### src/rtl/riscv_mem_arbiter.sv
// Round-robin arbiter that shares one memory port between the instruction and data requesters.
// An in-order ID FIFO steers each memory response back to the requester that issued it.
module riscv_mem_arbiter #(
   parameter int REQ_SZ   = 67,
   parameter int RESP_SZ  = 35,
   parameter int MAX_OUTS = 4
) (
   input  logic                       clk,
   input  logic                       reset,

   input  logic [REQ_SZ-1:0]          imemreq_msg,
   input  logic                       imemreq_val,
   output logic                       imemreq_rdy,
   output logic [RESP_SZ-1:0]         imemresp_msg,
   output logic                       imemresp_val,

   input  logic [REQ_SZ-1:0]          dmemreq_msg,
   input  logic                       dmemreq_val,
   output logic                       dmemreq_rdy,
   output logic [RESP_SZ-1:0]         dmemresp_msg,
   output logic                       dmemresp_val,

   output logic [REQ_SZ-1:0]          memreq_msg,
   output logic                       memreq_val,
   input  logic                       memreq_rdy,
   input  logic [RESP_SZ-1:0]         memresp_msg,
   input  logic                       memresp_val,

   output logic [$clog2(MAX_OUTS):0]  outs_count,
   output logic                       resp_err
);

   localparam int PTR_W = $clog2(MAX_OUTS);
   localparam int CNT_W = PTR_W + 1;

   typedef enum logic {
      ST_ARB  = 1'b0,
      ST_HOLD = 1'b1
   } state_e;

   typedef enum logic {
      ID_IMEM = 1'b0,
      ID_DMEM = 1'b1
   } req_id_e;

   state_e              state_q;
   req_id_e             last_grant_q;
   req_id_e             hold_id_q;
   req_id_e             id_fifo_q [MAX_OUTS];
   logic [PTR_W-1:0]    wr_ptr_q;
   logic [PTR_W-1:0]    rd_ptr_q;
   logic [CNT_W-1:0]    count_q;
   logic [CNT_W-1:0]    count_d;
   logic                resp_err_q;

   logic                run;
   logic                full;
   req_id_e             grant;
   logic                grant_val;
   logic                fire;
   logic                pop;
   req_id_e             head_id;

   // reset is active-low: the block only operates while it is high.
   assign run  = reset;
   assign full = (count_q == CNT_W'(MAX_OUTS));

   // HOLD pins the grant until the offered request fires; otherwise the
   // lone valid requester wins, and a tie goes to whoever did not win last.
   always_comb begin
      grant = (last_grant_q == ID_IMEM) ? ID_DMEM : ID_IMEM;
      if (state_q == ST_HOLD) begin
         grant = hold_id_q;
      end else if (imemreq_val && !dmemreq_val) begin
         grant = ID_IMEM;
      end else if (dmemreq_val && !imemreq_val) begin
         grant = ID_DMEM;
      end
   end

   assign grant_val   = (grant == ID_IMEM) ? imemreq_val : dmemreq_val;
   assign memreq_msg  = (grant == ID_IMEM) ? imemreq_msg : dmemreq_msg;
   assign memreq_val  = run && grant_val && !full;
   assign imemreq_rdy = run && memreq_rdy && !full && (grant == ID_IMEM);
   assign dmemreq_rdy = run && memreq_rdy && !full && (grant == ID_DMEM);
   assign fire        = memreq_val && memreq_rdy;

   assign pop          = run && memresp_val && (count_q != '0);
   assign head_id      = id_fifo_q[rd_ptr_q];
   assign imemresp_val = pop && (head_id == ID_IMEM);
   assign dmemresp_val = pop && (head_id == ID_DMEM);
   assign imemresp_msg = memresp_msg;
   assign dmemresp_msg = memresp_msg;

   // A push never coincides with full, and a pop never with empty, so the
   // count cannot leave 0..MAX_OUTS.
   always_comb begin
      count_d = count_q;
      unique case ({fire, pop})
         2'b10:   count_d = count_q + CNT_W'(1);
         2'b01:   count_d = count_q - CNT_W'(1);
         default: count_d = count_q;
      endcase
   end

   // NOTE: the ID storage has no reset; emptiness is defined by the pointers
   // and count alone, which keeps the storage a plain enable-written array.
   always_ff @(posedge clk) begin
      if (run && fire) begin
         id_fifo_q[wr_ptr_q] <= grant;
      end
   end

   // NOTE: all sequential state uses non-blocking assignments so every
   // register samples pre-edge values regardless of statement order.
   always_ff @(posedge clk) begin
      if (!reset) begin
         state_q      <= ST_ARB;
         last_grant_q <= ID_IMEM;
         hold_id_q    <= ID_IMEM;
         wr_ptr_q     <= '0;
         rd_ptr_q     <= '0;
         count_q      <= '0;
         resp_err_q   <= 1'b0;
      end else begin
         count_q <= count_d;

         if (fire) begin
            wr_ptr_q <= wr_ptr_q + PTR_W'(1);
         end
         if (pop) begin
            rd_ptr_q <= rd_ptr_q + PTR_W'(1);
         end
         if (memresp_val && (count_q == '0)) begin
            resp_err_q <= 1'b1;
         end

         unique case (state_q)
            ST_ARB: begin
               if (fire) begin
                  last_grant_q <= grant;
               end else if (grant_val && !full && !memreq_rdy) begin
                  hold_id_q <= grant;
                  state_q   <= ST_HOLD;
               end
            end
            ST_HOLD: begin
               if (fire) begin
                  last_grant_q <= hold_id_q;
                  state_q      <= ST_ARB;
               end else if (!grant_val) begin
                  state_q <= ST_ARB;
               end
            end
            default: state_q <= ST_ARB;
         endcase
      end
   end

   assign outs_count = count_q;
   assign resp_err   = resp_err_q;

endmodule

### config.mk
export PLATFORM = sky130hd
export DESIGN_NAME = riscv_mem_arbiter
export DESIGN_NICKNAME = d
export VERILOG_FILES = /design/src/rtl/riscv_mem_arbiter.sv
export SDC_FILE = /design/constraint.sdc
export NUM_CORES = 1
export LEC_CHECK = 0
export BUFFER_PORTS_ARGS = -buffer_cell sky130_fd_sc_hd__buf_2
export CAP_MARGIN = 20
export CORE_AREA = 2 2 124 126
export CTS_CLUSTER_SIZE = 28
export DETAILED_ROUTE_END_ITERATION = 7
export DIE_AREA = 0 0 126 128
export PLACE_DENSITY = 0.48
export SYNTH_ARGS = -nofsm -noshare
export SYNTH_HDL_FRONTEND = slang
export SYNTH_SLANG_ARGS = --single-unit
### constraint.sdc
create_clock -name clk -period 2.6 [get_ports clk]
set_input_delay 0.52 -clock clk [delete_from_list [all_inputs] [get_ports clk]]
set_output_delay 0.52 -clock clk [all_outputs]
set_load 0.03 [all_outputs]
After elaboration in Yosys (flattened, before gate mapping)
Memories as Yosys holds them, arrays and structs flattened. A register that Yosys moved wholly into a read port is not among the register bits.
Index checks and enable logic that the tools add are counted.
- add/subtract/negate cells: 4
- eq/ne operators: 5
- multiplexer cells: 19
- bitwise gates (word level): 4
- reductions and logical operators: 26
- operators by type and width (operator ; count):
    $mux 67 ; 1
    $logic_and 1x1->1 ; 17
    $mux 1 ; 13
    $pmux 3 s2 ; 1
    $add 2x1->2 const B ; 2
    $logic_not 1->1 ; 4
    $mux 2 ; 2
    $not 1->1 ; 4
    $pmux 1 s2 ; 2
    $add 3x1->3 const B ; 1
    $eq 3x3->1 const B ; 1
    $logic_not 3->1 ; 1
    $reduce_and 3->1 ; 1
    $reduce_bool 3->1 ; 1
    $sub 3x1->3 const B ; 1
    $eq 2x1->1 const B ; 1
    $eq 2x2->1 const B ; 1
    $ne 2x1->1 const B ; 1
    $ne 2x2->1 const B ; 1
    $reduce_and 2->1 ; 1
    $reduce_bool 2->1 ; 1
- bits in registers: 11
- bits in writable memories: 4
- output and inout bits: 146
- memories kept: 1
- memories (memory ; depth ; width ; rd ports ; clocked after memory_dff ; wr ports ; line ; text):
    id_fifo_q ; 4 ; 1 ; 1 ; 1 ; 1 ; 49 ; req_id_e id_fifo_q [MAX_OUTS];

Logic depth before layout (Yosys ltp)
Gate-level depths: netlist of run 1.
- depth after elaboration: 12
- mapped depth: 11
- depth with buffers taken out: 10

Worst setup path before layout of run 1
No wires, ideal clock.
- path kind: register to register
- start: register count_q[2], in the netlist outs_count[2]
- end: register count_q[2], in the netlist outs_count[2]
- setup time: 76 ps
- arrival time: 2476 ps
- slack: 48 ps
- cell stages (with the launch flop): 12
- period minus slack after synthesis: 2552 ps
- path through: dfxtp_1 -> or3b_1 -> clkbuf_2 -> nand3_1 -> nor3_2 -> inv_1 -> ha_1 -> inv_1 -> fa_1 -> xor2_1 -> or3_1 -> a21boi_0
- cells in the longest elaborated chain, start to end: 6
- elaborated cells on any way between the ends: 12
- ends and longest elaborated chain (element ; line ; text):
    start, declared ; 52 ; logic [CNT_W-1:0] count_q;
    start signal, assigned ; 126 ; count_q <= count_d;
    $eq 3x3->1 ; 66 ; assign full = (count_q == CNT_W'(MAX_OUTS));
    $logic_not 1->1 ; 83 ; assign memreq_val = run && grant_val && !full;
    $logic_and 1x1->1 ; 83 ;
    $logic_and 1x1->1 ; 86 ; assign fire = memreq_val && memreq_rdy;
    $eq 2x1->1 / $eq 2x2->1 (equally long branches) ; 99 ; unique case ({fire, pop})
    $pmux 3 s2 / $reduce_bool 2->1 (equally long branches) ; - ;
Several ways; a longest one is shown, not always the timed one.
A chain may end at the register's enable or synchronous reset.

Final worst setup path of run 1
- start: input port dmemreq_val
- end: output port memreq_msg[13]
- cells in the longest elaborated chain, start to end: 5
- elaborated cells on any way between the ends: 7
- ends and longest elaborated chain (element ; line ; text):
    start, declared ; 18 ; input logic dmemreq_val,
    $logic_and 1x1->1 / $logic_not 1->1 (equally long branches) ; 76, 74 ;
    $mux 1 / $logic_and 1x1->1 (equally long branches) ; 76, 74 ;
    $mux 1 * ; 74 ; end else if (imemreq_val && !dmemreq_val) begin
    $mux 1 * ; 72 ; if (state_q == ST_HOLD) begin
    $mux 67 * ; 82 ; assign memreq_msg = (grant == ID_IMEM) ? imemreq_msg : dmemreq_msg;
    end, declared ; 23 ; output logic [REQ_SZ-1:0] memreq_msg,
Every way passes the cells marked *; elsewhere a longest branch is shown, timed or not.

==> results.txt, run 1 <==
period utilization = 92.2%
syn_area_per_cell = 5.95 um^2
CP required = 2080 ps
Relative slew margins = 80.2%
Final TNS setup = 0 ps
antenna-violating nets left = 0
Hold Crit Class = reg2reg
Total Power = 1450 uW
total track usage = 9.94%
WHS Path Cells = 2
Rows = 45
post-detail-place hpwl = 7850 um
Slew Viols, Final = 0
dominant synthesized flop cell = dfxtp_1
Worst Tran Pin Value = 297 ps
Nets = 700
IO Port Bufs = 215
via count = 2618
yosys warns = 0
Worst setup EP type = primary output
core footprint = 14900 um^2
# H-tree levels = 1
fmax = 0.417 GHz
Post-CTS Setup Bufs = 0
critical path class = in2out
Clock Sinks = 17
I/O pins = 321
Syn Nets = 554
Resized cells post-CTS = 0
startpoint type of the worst setup path = input pin
Max VDD drop = 302 uV
CP max FO = 68
DIE HEIGHT = 128 um
maxcap violations = 0
setup ws final = 202 ps
power density over cell area = 461 nW/um^2
Storage cell area = 380 um^2
outcome = complete, no violations
Synth async-reset ratio = 0%
Total Wirelength = 9250 um
RSZ-0062 raised after global routing = no
Antenna diodes = 0
CP arrival = 1880 ps
hold slack = 500 ps
die area = 16100 um^2
Initial Util = 14.9%
final instance area = 3140 um^2
Seq/Total Area, Yosys = 17.1%
die width = 126 um
Leakage = 0.00192 uW
number of flops mapped to enable cells by yosys = 4
vias in the first global route = 2186
Clock Pin Slew Worst Setup and Hold Paths = 50 ps
routed vias/inst = 3.71
Initial DRT Pass Iterations = 4
Final min period = 2400 ps
Seq cells post-synth = 17
final hold vios = 0
DRC violations left = 0
hold buffer count at CTS = 0
Clk Latency, worst-skew pair = 250 ps
Avg WL per Cell = 13.1 um
Distinct cells, synth = 35
largest net degree at the start of global routing = 69
DRT iter0 DRCs = 109
R2R cell count = 10
root buf cell = clkbuf_16
antenna violations before repair = 0
CTS buffer count = 3
pre-CTS WS = 188 ps
Synth-to-Final Area Change = 41.5%
final setup fails = 0
area of the multi-input gates = 1210 um^2
clk buf depth = 2
Final Wtd Congestion = 0.720
layout cells sized above 1 = 45.4%
CTS tree = done
global-route wire length before repair = 12600 um
gr ovfl total = 0
post-synthesis cell count = 373
Fillers = 1729
Placed Area = 3060 um^2
skew final = 4.01 ps
synthesized cell area = 2220 um^2
## Yosys cell counts, drive strengths merged (2+ instances only)
| cell | n | share of area, % |
|---|---|---|
| nand2 | 205 | 35 |
| buf | 75 | 25 |
| dfxtp | 13 | 12 |
| clkbuf | 11 | 1.9 |
| and2 | 10 | 2.8 |
| inv | 9 | 1.5 |
| nor2 | 6 | 1.0 |
| ha | 5 | 2.8 |
| and3 | 4 | 1.1 |
| edfxtp | 4 | 5.4 |
| a21oi | 3 | 0.68 |
| nor2b | 3 | 0.85 |
| a21boi | 2 | 0.68 |
| mux2i | 2 | 0.90 |
| nand3 | 2 | 0.45 |
| nor3 | 2 | 0.68 |
| o21ai | 2 | 0.45 |
| xnor2 | 2 | 0.79 |
| xor2 | 2 | 0.79 |
## worst paths after layout
kind                                     from        endpoint  slack, ps
worst max-delay path              dmemreq_val  memreq_msg[13]        200
worst min-delay path                 resp_err        resp_err        500
worst max register to register  outs_count[0]   outs_count[2]        270
worst min register to register       resp_err        resp_err        500
## cells in the final DEF, fill, tap and decap left out, types with 3 or more instances in the layout
cell,instances
dfxtp_1,13
edfxtp_1,4
ha_1,5
nor2_1,6
a21oi_1,3
buf_12,3
nor2b_1,3
nand2_1,205
clkbuf_16,3
inv_1,8
buf_2,215
and3_1,4
and2_1,10
buf_4,9
## stage by stage
step | utilization, % | std cells
after floorplan | - | 373
after global placement | 20.6 | 702
after detailed placement | 20.6 | 702
after CTS | 21.1 | 706
after global routing | 21.1 | 706
final | 21.1 | 706
## per-layer routing
metal  routed length [um]  up-vias  part of all wire (%)  global-route usage [%]
met5                    0        -                     0                       0
met4                  161        0                   1.7                    2.59
met3                 1570       14                    17                    6.51
met2                 4090      187                    44                    15.5
met1                 3420     1060                    37                    11.2
li1                     -     1357                     -                       -
## critical path, cell delays in order
cell      delay (ps)
buf_2            110
a21boi_1         160
o31ai_4          320
buf_12           320
nand2_1           90
nand2_1          110
buf_2            210
## area by class of cell
type / instances / area share (%)
multi-input combinational: 261 / 38.4
timing repair buffer: 227 / 38.3
sequential: 17 / 12.1
tap: 188 / 7.49
clock buffer: 3 / 2.39
inverter: 9 / 1.08
clock inverter: 1 / 0.159
## cells by family after synthesis
logic type / synth area share [%]
AOI/OAI and AO/OA: 4.23
and+or+nand+nor: 43.0
muxes: 1.92
xor gates and xnor gates: 1.58
buffers and inverters: 28.5
adders and majority gates: 3.72
DFF: 17.1
## power by group
part           leakage [uW]  internal [uW]  switching, uW  total (uW)
registers          0.000142            288           14.2         302
clock network     0.0000409            206           98.4         304
logic               0.00174            284            557         841
total               0.00192            778            670        1450
Power figures use the tool's default switching activity.
==> inputs of run 2 (changes only) <==
RECOVER_POWER = 100   (was not set)
SLEW_MARGIN = 20   (was not set)
==> run 2 against run 1 <==
  * Total power is 1.1% lower
  * Final area is 1.9% lower
  * Largest cell class unchanged
  * Register-to-register slack hardly changed
==> results.txt, run 2 (synthesis gave the netlist of run 1 again) <==
Antenna diodes = 0 (unchanged)
core footprint = 14900 um^2 (unchanged)
CP required = 2080 ps (about the same)
Clock Sinks = 17 (unchanged)
skew final = 4.02 ps (+0.00933 ps)
period utilization = 94.0% (+1.7 points)
clk buf depth = 2 (unchanged)
IO Port Bufs = 215 (unchanged)
CP max FO = 68 (unchanged)
largest net degree at the start of global routing = 69 (unchanged)
startpoint type of the worst setup path = input pin
Max VDD drop = 302 uV (about the same)
Final Wtd Congestion = 0.720 (unchanged)
DRC violations left = 0 (unchanged)
Clock Pin Slew Worst Setup and Hold Paths = 50 ps (about the same)
Rows = 45 (unchanged)
Resized cells post-CTS = 0 (unchanged)
global-route wire length before repair = 12600 um (unchanged)
commonest cells after routing, fill and taps aside = 205 x nand2_1, 140 x buf_2, 47 x clkbuf_2
Total Power = 1430 uW (-1.1%)
Clk Latency, worst-skew pair = 250 ps (about the same)
CTS tree = done
Nets = 700 (unchanged)
most common cell after layout, fill and taps aside = nand2_1
DIE HEIGHT = 128 um (unchanged)
final setup fails = 0 (unchanged)
RSZ-0062 raised after global routing = no
total track usage = 9.94% (unchanged)
I/O pins = 321 (unchanged)
# H-tree levels = 1 (unchanged)
gr ovfl total = 0 (unchanged)
Worst setup EP type = primary output
Avg WL per Cell = 13.1 um (+0.25%)
routed vias/inst = 3.70 (-0.34%)
Slew Viols, Final = 0 (unchanged)
Initial DRT Pass Iterations = 5 (+1)
Final TNS setup = 0 ps (unchanged)
post-detail-place hpwl = 7850 um (unchanged)
Relative slew margins = 73.7% (-6.5 points)
power density over cell area = 465 nW/um^2 (+0.78%)
CTS buffer count = 3 (unchanged)
Core Util, Final = 20.7% (-0.40 points)
hold slack = 501 ps (+1.13 ps)
layout cells sized above 1 = 38.6% (-6.8 points)
Initial Util = 14.9% (unchanged)
critical path class = in2out
Total Wirelength = 9270 um (+0.25%)
DRT iter0 DRCs = 82 (-25%)
Post-CTS Setup Bufs = 0 (unchanged)
fmax = 0.409 GHz (-1.8%)
Leakage = 0.00181 uW (-6.0%)
die area = 16100 um^2 (unchanged)
antenna-violating nets left = 0 (unchanged)
via count = 2609 (-0.34%)
final hold vios = 0 (unchanged)
Synth-to-Final Area Change = 38.8%
Final min period = 2440 ps (+45.0 ps)
maxcap violations = 0 (unchanged)
outcome = complete, no violations
Hold Crit Class = reg2reg
CP arrival = 1920 ps (+40 ps)
hold buffer count at CTS = 0 (unchanged)
Worst Tran Pin Value = 397 ps (+99.4 ps)
vias in the first global route = 2186 (unchanged)
root buf cell = clkbuf_16
die width = 126 um (unchanged)
antenna violations before repair = 0 (unchanged)
[run 2: cell count changes in the layout (fill, tap and decap cells not counted), sizes merged]
cell / change
clkbuf: +80
buf: -80
[run 2: report_power, final]
part,leakage (uW),switching (uW),internal [uW]
combinational,0.00163,562,263
clock,0.0000409,98.6,206
sequential,0.000142,14.1,288
total,0.00181,675,757
[run 2: final timing paths]
path            startpoint  slack, ps  cells after the start             end
max reg2reg  outs_count[0]        260                     10   outs_count[2]
max            dmemreq_val        160                      7  memreq_msg[51]
min               resp_err        500                      2        resp_err
min reg2reg       resp_err        500                      2        resp_err
[run 2: stage by stage]
step	setup WS (ps)	area, um^2	instances
global route	40.5	3080	706
CTS	183	3140	706
floorplan	48.4	2220	373
global placement	206	3060	702
finish	157	3080	706
detailed placement	188	3060	702
[run 2: critical path, stage by stage]
cell and delay [ps]:
buf_2 120, a21boi_1 160, o31ai_4 310, buf_12 320, nand2_1 90, nand2_1 70, clkbuf_1 310
[run 2: final cells by class]
cell class | instances | area, um^2
clock buffers | 3 | 75.1
clock inverters | 1 | 5.00
fillers | 1746 | 11800
flip-flops and latches | 17 | 380
inverters | 9 | 33.8
repair buffers | 227 | 1150
multi-input cells | 261 | 1200
well taps | 188 | 235
[run 2: layer usage]
layer	vias to the layer above	global-route usage (%)	wire, um
met5	-	0	0
met4	0	2.59	161
met1	1054	11.2	3510
met3	14	6.51	1550
li1	1360	-	-
met2	181	15.5	4050
==> inputs of run 3 (changes only) <==
--- a/constraint.sdc
+++ b/constraint.sdc
@@ -3,2 +3,2 @@
 set_output_delay 0.52 -clock clk [all_outputs]
-set_load 0.03 [all_outputs]
+set_load 0.02 [all_outputs]
==> run 3 against run 2 <==
  * Core utilization is 0.34 points lower
  * First-iteration DRC count rose by 8.5%
  * Final area is 1.6% lower
  * Critical path depth did not move
  * Die area is the same
  * Via count up 0.61%
  * Sequential share of layout area is 0.20 points higher
  * Critical endpoint is now memreq_msg[21]
  * Final cell count stayed put
  * Clock skew fell by 3.5 ps
  * Routed wire length decreased by 1.6%
  * Worst setup slack better by 19 ps
==> results.txt, run 3 (synthesis gave the netlist of run 1 again) <==
outcome = complete, no violations
core footprint = 14900 um^2 (unchanged)
vias in the first global route = 2309 (+5.6%)
fmax = 0.413 GHz (+0.80%)
DIE HEIGHT = 128 um (unchanged)
critical path class = in2out
Clock Sinks = 17 (unchanged)
Final TNS setup = 0 ps (unchanged)
Final Wtd Congestion = 0.708 (-1.7%)
Initial DRT Pass Iterations = 4 (-1)
final setup fails = 0 (unchanged)
Leakage = 0.00170 uW (-5.8%)
Initial Util = 14.9% (unchanged)
Slew Viols, Final = 0 (unchanged)
gr ovfl total = 0 (unchanged)
Placed Area = 3050 um^2 (-0.41%)
Nets = 700 (unchanged)
setup ws final = 176 ps (+19.4 ps)
CP required = 2080 ps (about the same)
clk buf depth = 2 (unchanged)
Core Util, Final = 20.4% (-0.34 points)
Worst setup EP type = primary output
commonest cells after routing, fill and taps aside = 205 x nand2_1, 143 x buf_2, 65 x clkbuf_1
placed cell count = 702 (unchanged)
Clock Pin Slew Worst Setup and Hold Paths = 50 ps (about the same)
maxcap violations = 0 (unchanged)
Synth-to-Final Area Change = 36.6%
I/O pins = 321 (unchanged)
DRT iter0 DRCs = 89 (+8.5%)
global-route wire length before repair = 13000 um (+3.8%)
RSZ-0062 raised after global routing = no
CP max FO = 40 (-41%)
Total Wirelength = 9120 um (-1.6%)
Clk Latency, worst-skew pair = 250 ps (about the same)
final instance area = 3030 um^2 (-1.6%)
Max VDD drop = 207 uV (-31%)
largest net degree at the start of global routing = 41 (-41%)
startpoint type of the worst setup path = input pin
routed vias/inst = 3.72 (+0.61%)
power density over cell area = 433 nW/um^2 (-6.8%)
most common cell after layout, fill and taps aside = nand2_1
Relative slew margins = 72.0% (-1.7 points)
Buf+Inv Stages, Crit Path = 3 (unchanged)
Finished Layout Cells = 706 (unchanged)
CTS tree = done
Top delay family on crit path = buffers and inverters
Final min period = 2420 ps (-19.4 ps)
# H-tree levels = 1 (unchanged)
period utilization = 93.2% (-0.74 points)
hold buffer count at CTS = 0 (unchanged)
root buf cell = clkbuf_16
CTS buffer count = 3 (unchanged)
total track usage = 10.2% (+0.29 points)
Worst Tran Pin Value = 420 ps (+23.8 ps)
skew final = 0.489 ps (-3.53 ps)
crit-path cells = buf_2, a21boi_1, o31ai_4, buf_4, nand2_1, nand2_1, clkbuf_1
antenna violations before repair = 0 (unchanged)
die area = 16100 um^2 (unchanged)
final hold vios = 0 (unchanged)
IO Port Bufs = 215 (unchanged)
crit-path max cell delay = 400 ps (+80 ps)
Hold Crit Class = reg2reg
pre-CTS WS = 203 ps (+15.9 ps)
post-detail-place hpwl = 7880 um (+0.49%)
Antenna diodes = 0 (unchanged)
CP arrival = 1900 ps (-20 ps)
CP max-delay cell = buf_4
layout cells sized above 1 = 32.4% (-6.2 points)
antenna-violating nets left = 0 (unchanged)
Rows = 45 (unchanged)
via count = 2625 (+0.61%)
Avg WL per Cell = 12.9 um (-1.6%)
Resized cells post-CTS = 0 (unchanged)
Post-CTS Setup Bufs = 0 (unchanged)
die width = 126 um (unchanged)
DRC violations left = 0 (unchanged)
Crit path top cell by count = nand2_1
run 3: cell types whose count changed in the layout (fill, tap and decap cells not counted), sizes merged:
cell,previous run,this run
clkinv,1,0
buf,147,150
clkinvlp,0,1
clkbuf,83,80
run 3: report_power, final:
group / total, uW / switching (uW) / internal, uW
clock network: 314 / 107 / 208
registers: 302 / 14.1 / 288
logic: 696 / 453 / 244
run 3: metrics by stage:
step	hold slack (ps)	total power [uW]
4_1_cts	501	1370
3_5_place_dp	492	1050
6_report	498	1310
3_3_place_gp	483	1050
2_1_floorplan	468	889
5_1_grt	515	1420
run 3: final timing paths:
kind	cells after the start	start	slack [ps]	end
worst max-delay path	7	dmemreq_val	180	memreq_msg[21]
worst min-delay path	2	wr_ptr_q[1]	500	wr_ptr_q[1]
worst max register to register	10	outs_count[0]	340	outs_count[2]
worst min register to register	2	wr_ptr_q[1]	500	wr_ptr_q[1]
run 3: final cells by class:
type | instances | area [um^2]
well taps | 188 | 235
repair buffers | 227 | 1100
clock buffers | 3 | 75.1
fillers | 1788 | 11800
flip-flops and latches | 17 | 380
inverters | 9 | 33.8
clock inverters | 1 | 7.51
multi-input cells | 261 | 1200
run 3: worst register-to-register path, delay by kind of cell, from the launching register on:
| family | cells | cell delay (ps) |
|---|---|---|
| AND/OR/NAND/NOR | 4 | 880 |
| AO/OA/AOI/OAI | 1 | 150 |
| adder cells (fa/ha/maj) | 2 | 530 |
| XOR/XNOR | 1 | 150 |
| buffers and inverters | 2 | 110 |
| flip-flops | 1 | 360 |
run 3: metal layers:
layer | up-vias | global-route usage, % | wire length (um)
li1 | 1357 | - | -
met1 | 1067 | 11.4 | 3270
met2 | 184 | 16.2 | 4080
met3 | 17 | 6.47 | 1590
met4 | 0 | 2.97 | 186
met5 | - | 0 | 0
